[src/rtl/bist_fail_logger_if.sv]
// Readout port of the BIST fail logger: one logged {address, first failing word}
// per valid/ready transfer, drained after the test run.
interface bist_fail_logger_if #(
    parameter int ADDR_WIDTH = 8,
    parameter int WORD_WIDTH = 4
);
    logic                  rd_valid;
    logic                  rd_ready;
    logic [ADDR_WIDTH-1:0] rd_addr;
    logic [WORD_WIDTH-1:0] rd_data;

    modport master (
        output rd_valid,
        output rd_addr,
        output rd_data,
        input  rd_ready
    );

    modport slave (
        input  rd_valid,
        input  rd_addr,
        input  rd_data,
        output rd_ready
    );
endinterface

[src/rtl/bist_fail_logger.sv]
// BIST fail logger: watches the BIST fail stream during a run, keeps a
// deduplicated log of failing addresses with the first failing word for each,
// counts all fail cycles (saturating), judges repairability against the spare
// row budget and drains the log over a valid/ready port once the run ends.
//
// state   | meaning
// --------+----------------------------------------------------------------
// S_IDLE  | no run; every output held at zero
// S_LOG   | run in progress; fail sampled every cycle incl. first low cycle
// S_DRAIN | run over, log non-empty; entries presented in index order
// S_DONE  | run over and drained; run_done/pass/repairable valid, log kept
//
// Assumes DEPTH >= 2.
module bist_fail_logger #(
    parameter int ADDR_WIDTH = 8,
    parameter int WORD_WIDTH = 4,
    parameter int DEPTH      = 8,
    parameter int SPARE_ROWS = 2,
    parameter int CNT_WIDTH  = 10
) (
    input  logic                         clk,
    input  logic                         rst,
    input  logic                         test_active,
    input  logic                         fail,
    input  logic [ADDR_WIDTH-1:0]        fail_addr,
    input  logic [WORD_WIDTH-1:0]        fail_data,
    input  logic                         clear,
    bist_fail_logger_if.master           rd,
    output logic [$clog2(DEPTH+1)-1:0]   log_count,
    output logic [CNT_WIDTH-1:0]         total_fails,
    output logic                         overflow,
    output logic                         run_done,
    output logic                         pass,
    output logic                         repairable
);
    localparam int LC_W  = $clog2(DEPTH + 1);
    localparam int PTR_W = $clog2(DEPTH);

    localparam logic [LC_W-1:0]      LC_ONE   = LC_W'(1);
    localparam logic [LC_W-1:0]      LC_DEPTH = LC_W'(DEPTH);
    localparam logic [LC_W-1:0]      LC_SPARE = LC_W'(SPARE_ROWS);
    localparam logic [PTR_W-1:0]     PTR_ONE  = PTR_W'(1);
    localparam logic [CNT_WIDTH-1:0] CNT_ONE  = CNT_WIDTH'(1);

    typedef enum logic [1:0] {S_IDLE, S_LOG, S_DRAIN, S_DONE} state_t;

    state_t                state;
    logic [ADDR_WIDTH-1:0] entry_addr [DEPTH];
    logic [WORD_WIDTH-1:0] entry_data [DEPTH];
    logic [DEPTH-1:0]      entry_vld;
    logic [PTR_W-1:0]      rd_ptr;

    logic                  fail_s;
    logic                  hit;
    logic                  cap;
    logic                  full;
    logic                  wr_en;
    logic                  ovf_nxt;
    logic [CNT_WIDTH-1:0]  tf_nxt;
    logic [LC_W-1:0]       lc_nxt;
    logic [PTR_W-1:0]      wr_idx;
    logic [PTR_W-1:0]      ptr_inc;
    logic                  last;
    logic [ADDR_WIDTH-1:0] head_addr;
    logic [WORD_WIDTH-1:0] head_data;

    // Parallel address match against registered valid entries only.
    always_comb begin
        hit = 1'b0;
        for (int i = 0; i < DEPTH; i++) begin
            if (entry_vld[i] && (entry_addr[i] == fail_addr)) begin
                hit = 1'b1;
            end
        end
    end

    // Next-cycle log bookkeeping; the LOG exit decision uses these so a
    // trailing fail in the last sampled cycle still lands in the readout.
    always_comb begin
        fail_s = 1'b0;
        if (fail) begin
            fail_s = 1'b1;
        end
        cap     = (state == S_LOG) && fail_s;
        full    = (log_count == LC_DEPTH);
        wr_en   = cap && !hit && !full;
        ovf_nxt = overflow | (cap && !hit && full);
        tf_nxt  = total_fails;
        if (cap && (total_fails != '1)) begin
            tf_nxt = total_fails + CNT_ONE;
        end
        lc_nxt    = wr_en ? (log_count + LC_ONE) : log_count;
        wr_idx    = PTR_W'(log_count);
        ptr_inc   = rd_ptr + PTR_ONE;
        last      = ((LC_W'(rd_ptr) + LC_ONE) == log_count);
        head_addr = (wr_en && (wr_idx == '0)) ? fail_addr : entry_addr[0];
        head_data = (wr_en && (wr_idx == '0)) ? fail_data : entry_data[0];
    end

    // Sequencing FSM; also owns the log storage and all registered outputs.
    always_ff @(posedge clk or negedge rst) begin
        if (!rst) begin
            state       <= S_IDLE;
            entry_vld   <= '0;
            rd_ptr      <= '0;
            log_count   <= '0;
            total_fails <= '0;
            overflow    <= 1'b0;
            run_done    <= 1'b0;
            pass        <= 1'b0;
            repairable  <= 1'b0;
            rd.rd_valid <= 1'b0;
            rd.rd_addr  <= '0;
            rd.rd_data  <= '0;
            for (int i = 0; i < DEPTH; i++) begin
                entry_addr[i] <= '0;
                entry_data[i] <= '0;
            end
        end else if (clear) begin
            state       <= S_IDLE;
            entry_vld   <= '0;
            rd_ptr      <= '0;
            log_count   <= '0;
            total_fails <= '0;
            overflow    <= 1'b0;
            run_done    <= 1'b0;
            pass        <= 1'b0;
            repairable  <= 1'b0;
            rd.rd_valid <= 1'b0;
            rd.rd_addr  <= '0;
            rd.rd_data  <= '0;
        end else begin
            case (state)
                S_IDLE, S_DONE: begin
                    if (test_active) begin
                        state       <= S_LOG;
                        entry_vld   <= '0;
                        rd_ptr      <= '0;
                        log_count   <= '0;
                        total_fails <= '0;
                        overflow    <= 1'b0;
                        run_done    <= 1'b0;
                        pass        <= 1'b0;
                        repairable  <= 1'b0;
                    end
                end
                S_LOG: begin
                    total_fails <= tf_nxt;
                    log_count   <= lc_nxt;
                    overflow    <= ovf_nxt;
                    if (wr_en) begin
                        entry_addr[wr_idx] <= fail_addr;
                        entry_data[wr_idx] <= fail_data;
                        entry_vld[wr_idx]  <= 1'b1;
                    end
                    if (!test_active) begin
                        rd_ptr <= '0;
                        if (lc_nxt != '0) begin
                            state       <= S_DRAIN;
                            rd.rd_valid <= 1'b1;
                            rd.rd_addr  <= head_addr;
                            rd.rd_data  <= head_data;
                        end else begin
                            state      <= S_DONE;
                            run_done   <= 1'b1;
                            pass       <= (tf_nxt == '0);
                            repairable <= !ovf_nxt && (lc_nxt <= LC_SPARE);
                        end
                    end
                end
                S_DRAIN: begin
                    if (rd.rd_ready) begin
                        if (last) begin
                            state       <= S_DONE;
                            rd.rd_valid <= 1'b0;
                            rd.rd_addr  <= '0;
                            rd.rd_data  <= '0;
                            run_done    <= 1'b1;
                            pass        <= (total_fails == '0);
                            repairable  <= !overflow && (log_count <= LC_SPARE);
                        end else begin
                            rd_ptr     <= ptr_inc;
                            rd.rd_addr <= entry_addr[ptr_inc];
                            rd.rd_data <= entry_data[ptr_inc];
                        end
                    end
                end
                default: state <= S_IDLE;
            endcase
        end
    end
endmodule

[src/flat_wrapper.sv]
// flat-port wrapper written by rule: the top's interface ports become plain ports
module bist_fail_logger_flat 
#(
    parameter int ADDR_WIDTH = 8,
    parameter int WORD_WIDTH = 4,
    parameter int DEPTH      = 8,
    parameter int SPARE_ROWS = 2,
    parameter int CNT_WIDTH  = 10
)
  (clk, rst, test_active, fail, fail_addr, fail_data, clear, log_count, total_fails, overflow, run_done, pass, repairable, rd_rd_valid, rd_rd_addr, rd_rd_data, rd_rd_ready);
  bist_fail_logger_if #(.ADDR_WIDTH(ADDR_WIDTH), .WORD_WIDTH(WORD_WIDTH)) rd_i ();
  input  logic clk;
  input  logic rst;
  input  logic test_active;
  input  logic fail;
  input  logic [ADDR_WIDTH-1:0] fail_addr;
  input  logic [WORD_WIDTH-1:0] fail_data;
  input  logic clear;
  output logic [$clog2(DEPTH+1)-1:0] log_count;
  output logic [CNT_WIDTH-1:0] total_fails;
  output logic overflow;
  output logic run_done;
  output logic pass;
  output logic repairable;
  output wire logic [$bits(rd_i.rd_valid)-1:0] rd_rd_valid;
  output wire logic [$bits(rd_i.rd_addr)-1:0] rd_rd_addr;
  output wire logic [$bits(rd_i.rd_data)-1:0] rd_rd_data;
  input wire logic [$bits(rd_i.rd_ready)-1:0] rd_rd_ready;
  assign rd_rd_valid = rd_i.rd_valid;
  assign rd_rd_addr = rd_i.rd_addr;
  assign rd_rd_data = rd_i.rd_data;
  assign rd_i.rd_ready = rd_rd_ready;
  bist_fail_logger #(.ADDR_WIDTH(ADDR_WIDTH), .WORD_WIDTH(WORD_WIDTH), .DEPTH(DEPTH), .SPARE_ROWS(SPARE_ROWS), .CNT_WIDTH(CNT_WIDTH)) u_core (.clk(clk), .rst(rst), .test_active(test_active), .fail(fail), .fail_addr(fail_addr), .fail_data(fail_data), .clear(clear), .rd(rd_i), .log_count(log_count), .total_fails(total_fails), .overflow(overflow), .run_done(run_done), .pass(pass), .repairable(repairable));
endmodule
[config.mk]
export PLATFORM = sky130hd
export DESIGN_NAME = bist_fail_logger_flat
export DESIGN_NICKNAME = d
export VERILOG_FILES = /design/src/rtl/bist_fail_logger_if.sv /design/src/rtl/bist_fail_logger.sv /design/src/flat_wrapper.sv
export SDC_FILE = /design/constraint.sdc
export NUM_CORES = 1
export LEC_CHECK = 0
export CORE_MARGIN = 5
export CORE_UTILIZATION = 60
export DETAILED_ROUTE_END_ITERATION = 8
export GPL_TIMING_DRIVEN = 0
export HOLD_SLACK_MARGIN = 0.03
export PLACE_DENSITY = 0.89
export SETUP_SLACK_MARGIN = 0.5
export SLEW_MARGIN = 20
export SYNTH_ARGS = -nofsm -noshare
export SYNTH_HDL_FRONTEND = slang
export SYNTH_SLANG_ARGS = --single-unit
[constraint.sdc]
create_clock -name clk -period 6.18 [get_ports clk]
set_input_delay 1.545 -clock clk [delete_from_list [all_inputs] [get_ports clk]]
set_output_delay 1.545 -clock clk [all_outputs]
set_load 0.01 [all_outputs]
* After elaboration in Yosys (flattened, before gate mapping)
Index checks and enable logic that the tools add are counted.
Cells by class: $add $sub $neg 4, muxes and demuxes 89, bitwise operators 5, magnitude comparators 7, reductions and logical operators 38, equality and inequality tests 22
Operator list (count):
- 8-bit 2-to-1 mux | 12
- 64-bit bitwise mux | 1
- 8-bit == test | 8
- 4-bit 2-to-1 mux | 12
- 1-bit 2-to-1 mux | 33
- 32-bit bitwise mux | 1
- 8-bit one-hot mux with 2 select lines | 2
- 10-bit 2-to-1 mux | 3
- 8-bit binary-select mux with 3-bit select | 1
- 8-bit demux with 3-bit select | 1
- 10-bit zero test | 2
- 10-bit one-hot mux with 2 select lines | 1
- 1-bit logical AND | 18
- 3-bit != test, second input constant | 6
- 4-bit one-hot mux with 2 select lines | 2
- 3-bit 2-to-1 mux | 5
- 4-bit binary-select mux with 3-bit select | 1
- 4-bit demux with 3-bit select | 1
- 4-bit AND reduction | 3
- 10-bit by 1-bit adder with 10-bit output, second input constant | 1
- 2-bit 2-to-1 mux | 5
- 10-bit != test, second input constant | 1
- 5-bit AND reduction | 2
- 1-bit one-hot mux with 3 select lines | 3
- other kinds (29) | 40
Word-level totals: output and inout bits 31, register bits 140, logic and storage cells 193

* Longest topological paths before layout
depth after elaboration 20, depth in mapped cells 12, mapped depth without buffers 9

* Worst setup path after synthesis
No wires, ideal clock.
path type input to register, from input port fail_addr[1], to register u_core.rd.rd_addr[0], arrival 3.414 ns, setup slack 2.641 ns, buffers on the path 2, stages on the path 10, cells stage by stage buf_4 -> xor2_1 -> nor4_1 -> nand4_1 -> and3_1 -> nand3_2 -> mux2i_2 -> o21ai_2 -> buf_4 -> mux2_4
Between the ends: cells in the longest elaborated chain, start to end 19, elaborated cells on any way between the ends 37
RTL lines:
- from (decl) | line flat_wrapper.sv:16 | input logic [ADDR_WIDTH-1:0] fail_addr;
- 8-bit == test | line bist_fail_logger.sv:71 | if (entry_vld[i] && (entry_addr[i] == fail_addr)) begin
- 1-bit logical AND | line bist_fail_logger.sv:71
- 1-bit 2-to-1 mux (7 in a row) | line bist_fail_logger.sv:71
- 1-bit 2-to-1 mux * | line bist_fail_logger.sv:71
- 1-bit zero test * | line bist_fail_logger.sv:86 | wr_en = cap && !hit && !full;
- 1-bit logical AND * (2 in a row) | line bist_fail_logger.sv:86
- 1-bit logical AND | line bist_fail_logger.sv:96 | head_addr = (wr_en && (wr_idx == '0)) ? fail_addr : entry_addr[0];
- 8-bit 2-to-1 mux | line bist_fail_logger.sv:96
- 8-bit 2-to-1 mux | line bist_fail_logger.sv:158 | if (lc_nxt != '0) begin
- 8-bit 2-to-1 mux | line bist_fail_logger.sv:156 | if (!test_active) begin
- 8-bit one-hot mux with 2 select lines | line bist_fail_logger.sv:133 | case (state)
- 8-bit 2-to-1 mux | line bist_fail_logger.sv:119 | end else if (clear) begin
- to (signal assigned) | line bist_fail_logger.sv:161 | rd.rd_addr <= head_addr;
- to (signal assigned) | line bist_fail_logger.sv:183 | rd.rd_addr <= entry_addr[ptr_inc];
- to (decl) | line bist_fail_logger_if.sv:14 | output rd_addr,
Every way passes the cells marked *; elsewhere a longest branch is shown, timed or not. The select of a mux whose other input is x is not followed. A chain may end at the register's enable or synchronous reset.

* Worst setup path after layout
from input port clear, to register u_core.rd.rd_addr[2]
Between the ends: cells in the longest elaborated chain, start to end 2, elaborated cells on any way between the ends 6
RTL lines:
- from (decl) | line flat_wrapper.sv:18 | input logic clear;
- 3-bit != test (no line) or 3-bit nonzero test (tied branches)
- 4-bit AND reduction (no line)
Parallel ways exist; a longest one is shown, timed or not.

==> results.json <==
{
  "hpwlAfterDp_um": 14310,
  "place.gp.congestion": 0.9754,
  "status": "completed",
  "drive_gt1_share_pct": 25.39,
  "clockRootBuffer": "clkbuf_16",
  "vias": 6048,
  "fin_skew_ns": 0.01248,
  "ys_ff_latch": 140,
  "path_common_cell": "clkbuf_1",
  "die_area_um2": 15910,
  "worstHoldPathType": "reg -> reg",
  "layoutNonFillerInstCount": 948,
  "fp.dieH_um": 126.1,
  "row_count": 42,
  "wirelength_um": 20710,
  "nets": 789,
  "cp.depth": 9,
  "grt_pass1_vias": 6184,
  "cts_tree": "yes",
  "cts_setup_buffers": 0,
  "routedWlPerCell_um": 21.85,
  "max_freq_mhz": 266.4,
  "antenna_found_initial": 0,
  "synth.area.top_cells": "dfrtp_1, mux2_2, mux4_2",
  "track_usage_pct": 26.66,
  "clock-sinks": 140,
  "clock_latency_ns": 0.44,
  "cts_buffer_depth": 2,
  "crit_family": "buffers and inverters",
  "synth_area_per_cell_um2": 11.51,
  "worst_slew_pin_slew_ns": 0.7649,
  "synth_cells": 703,
  "yosys.area.top_type": "dfrtp_1",
  "grt_max_degree": 84,
  "ys_seq_area_share_pct": 43.30,
  "io_buffer_count": 40,
  "cp_num_buf_inv": 4,
  "clk_pin_slew_ns": 0.05,
  "synthArstFlopShare_pct": 100.0,
  "fillers": 942,
  "die_x_um": 126.1,
  "timing.final.crit_share_pct": 60.74,
  "initial_core_util_pct": 61.09,
  "cp_slowest_cell": "clkbuf_1",
  "cts_resized": 0,
  "core_area_um2": 13240,
  "cts_hold_buf": 0,
  "path_max_fanout": 10,
  "multi_input_area_um2": 4189,
  "grt-ovfl-total": 0,
  "max_stage_delay_ns": 0.53,
  "diodes": 0,
  "drv_slew": 0,
  "grt_setup_unrepaired": "false",
  "start_kind": "input pin",
  "p_leak_nw": 4.174,
  "period_needed_ns": 3.754,
  "drt_iter0_markers": 624,
  "dpl.cell_count": 920,
  "arrival_ns": 4.06,
  "cts_buffers": 17,
  "routed-wl-met3_um": 1513,
  "fin_util_pct": 69.78,
  "synthToLayoutAreaGrowth_pct": 14.21,
  "hold_violations": 0,
  "regToRegSetupSlack_ns": 2.90,
  "crit_path_end_kind": "register",
  "htreeDepth": 4,
  "synth_nets": 729,
  "dr_wl_met2_um": 10090,
  "crit_required_ns": 6.49,
  "path_class": "in -> reg",
  "relSlewSlack_pct": 49.01,
  "vdd_ir_drop_max_v": 0.0002149,
  "path_cells": "clkdlybuf4s50_1 -> clkbuf_1 -> nand2b_1 -> inv_1 -> nand2_1 -> clkbuf_1 -> a21oi_1 -> a311o_1 -> mux2_4",
  "r2r_cells": 8,
  "maxCapViolations": 0,
  "final_antenna_net_count": 0,
  "routed_via_density": 6.380,
  "grt_first_pass_wirelength_um": 33320,
  "synthFlopType": "dfrtp_1",
  "power_density_nw_per_um2": 301.9,
  "yosys.area.top_type_share_pct": 43.30,
  "ys_types": 56,
  "m1WireLength_um": 8399,
  "synth_edf_count": 0,
  "io_pins": 49,
  "dr.pass1.iters": 5,
  "seq_area_um2": 3503,
  "synth_warnings": 0,
  "setup_viol": 0,
  "syn_area_um2": 8090,
  "power_mw": 2.789,
  "drc": 0,
  "topRoutingLayerUsed": "met4",
  "whs_path_depth": 1
}
[flip-flops by register name, indices dropped and copies added, names as in the netlist]
name	cells
u_core.entry_addr	64
u_core.entry_data	32
u_core.entry_vld	8
u_core.log_count	4
u_core.overflow	1
u_core.pass	1
u_core.rd.rd_addr	8
u_core.rd.rd_data	4
u_core.rd.rd_valid	1
u_core.rd_ptr	3
u_core.repairable	1
u_core.run_done	1
u_core.state	2
u_core.total_fails	10
[final cells by class]
cell class                      instances  area share, %
Sequential cell                       140          37.91
Multi-Input combinational cell        495          45.34
Timing Repair Buffer                   41          4.685
Inverter                               13         0.5281
Buffer                                 55          3.778
Clock buffer                           24          4.888
Clock inverter                          4         0.4875
Tap cell                              176          2.383
[power breakdown]
part,switching [mW],total [mW],internal [mW],leakage [nW]
registers,0.0808,1.10,1.01,1.93
logic,0.419,0.793,0.374,2.00
clock network,0.361,0.901,0.540,0.244
total,0.861,2.79,1.93,4.17
[routing by layer]
metal  track usage [%]  vias to the layer above
met4             9.842                        0
met3             5.504                       59
met2             43.57                      270
met1             35.41                     3066
li1                  -                     2653
met5                 0                        -
[worst paths after layout]
| kind | startpoint | end |
|---|---|---|
| min | u_core.pass | u_core.pass |
| max | clear | u_core.rd.rd_addr[2] |
| min in group asynchronous | rst | u_core.repairable |
| min reg2reg | u_core.pass | u_core.pass |
| max reg2reg | u_core.rd_ptr[1] | u_core.rd.rd_addr[5] |
| max in group asynchronous | rst | u_core.entry_addr[45] |
[synthesized netlist by cell type (all sizes together) (4+ instances only)]
cell type,number
nand2,70
xor2,47
nor4,9
o21ai,21
dfrtp,140
a21oi,20
nor3,27
and3,5
mux2,112
a31oi,7
nand3b,4
nor2b,4
xnor2,23
o31ai,6
nor2,21
nand2b,5
a311o,12
mux4,24
nand3,13
a21o,4
ha,8
nand4,13
inv,13
buf,36
a22o,9
clkbuf,19
[logic make-up after synthesis]
| family | share of synthesized area (%) |
|---|---|
| buf+inv | 4.918 |
| fa+ha+maj | 1.237 |
| mux | 23.15 |
| flops | 43.30 |
| xor+xnor | 7.578 |
| compound gates | 8.383 |
| simple gates | 11.43 |
[placed cells by master (no fill, tap or decap), drive strengths merged, types with 4 or more instances in the layout]
cell           netlist  final
nand2b               5      5
a21oi               20     20
xnor2               23     23
nand3b               4      4
a22o                 9      9
o31ai                6      6
clkdlybuf4s50        0     39
a311o               12     12
dfrtp              140    140
ha                   8      8
buf                 36     38
clkbuf              19     43
nor2b                4      4
nor4                 9      9
xor2                47     47
and3                 5      5
nor2                21     21
a21o                 4      4
o21ai               21     21
nand3               13     13
mux4                24     24
nand4               13     13
inv                 13     13
nor3                27     27
a31oi                7      7
nand2               70     70
mux2               112    112
[per-stage QoR]
stage	instance area (µm²)	TNS (ns)	setup slack, ns	hold WS (ns)
2_1_floorplan	8090	0	2.641	0.4587
3_3_place_gp	8711	-231.42	-1.659	0.4691
3_5_place_dp	8743	0	2.078	0.4732
4_1_cts	9240	0	2.513	0.4900
5_1_grt	9240	0	2.347	0.5134
6_report	9240	0	2.426	0.4861
(Power assumes the default switching activity.)
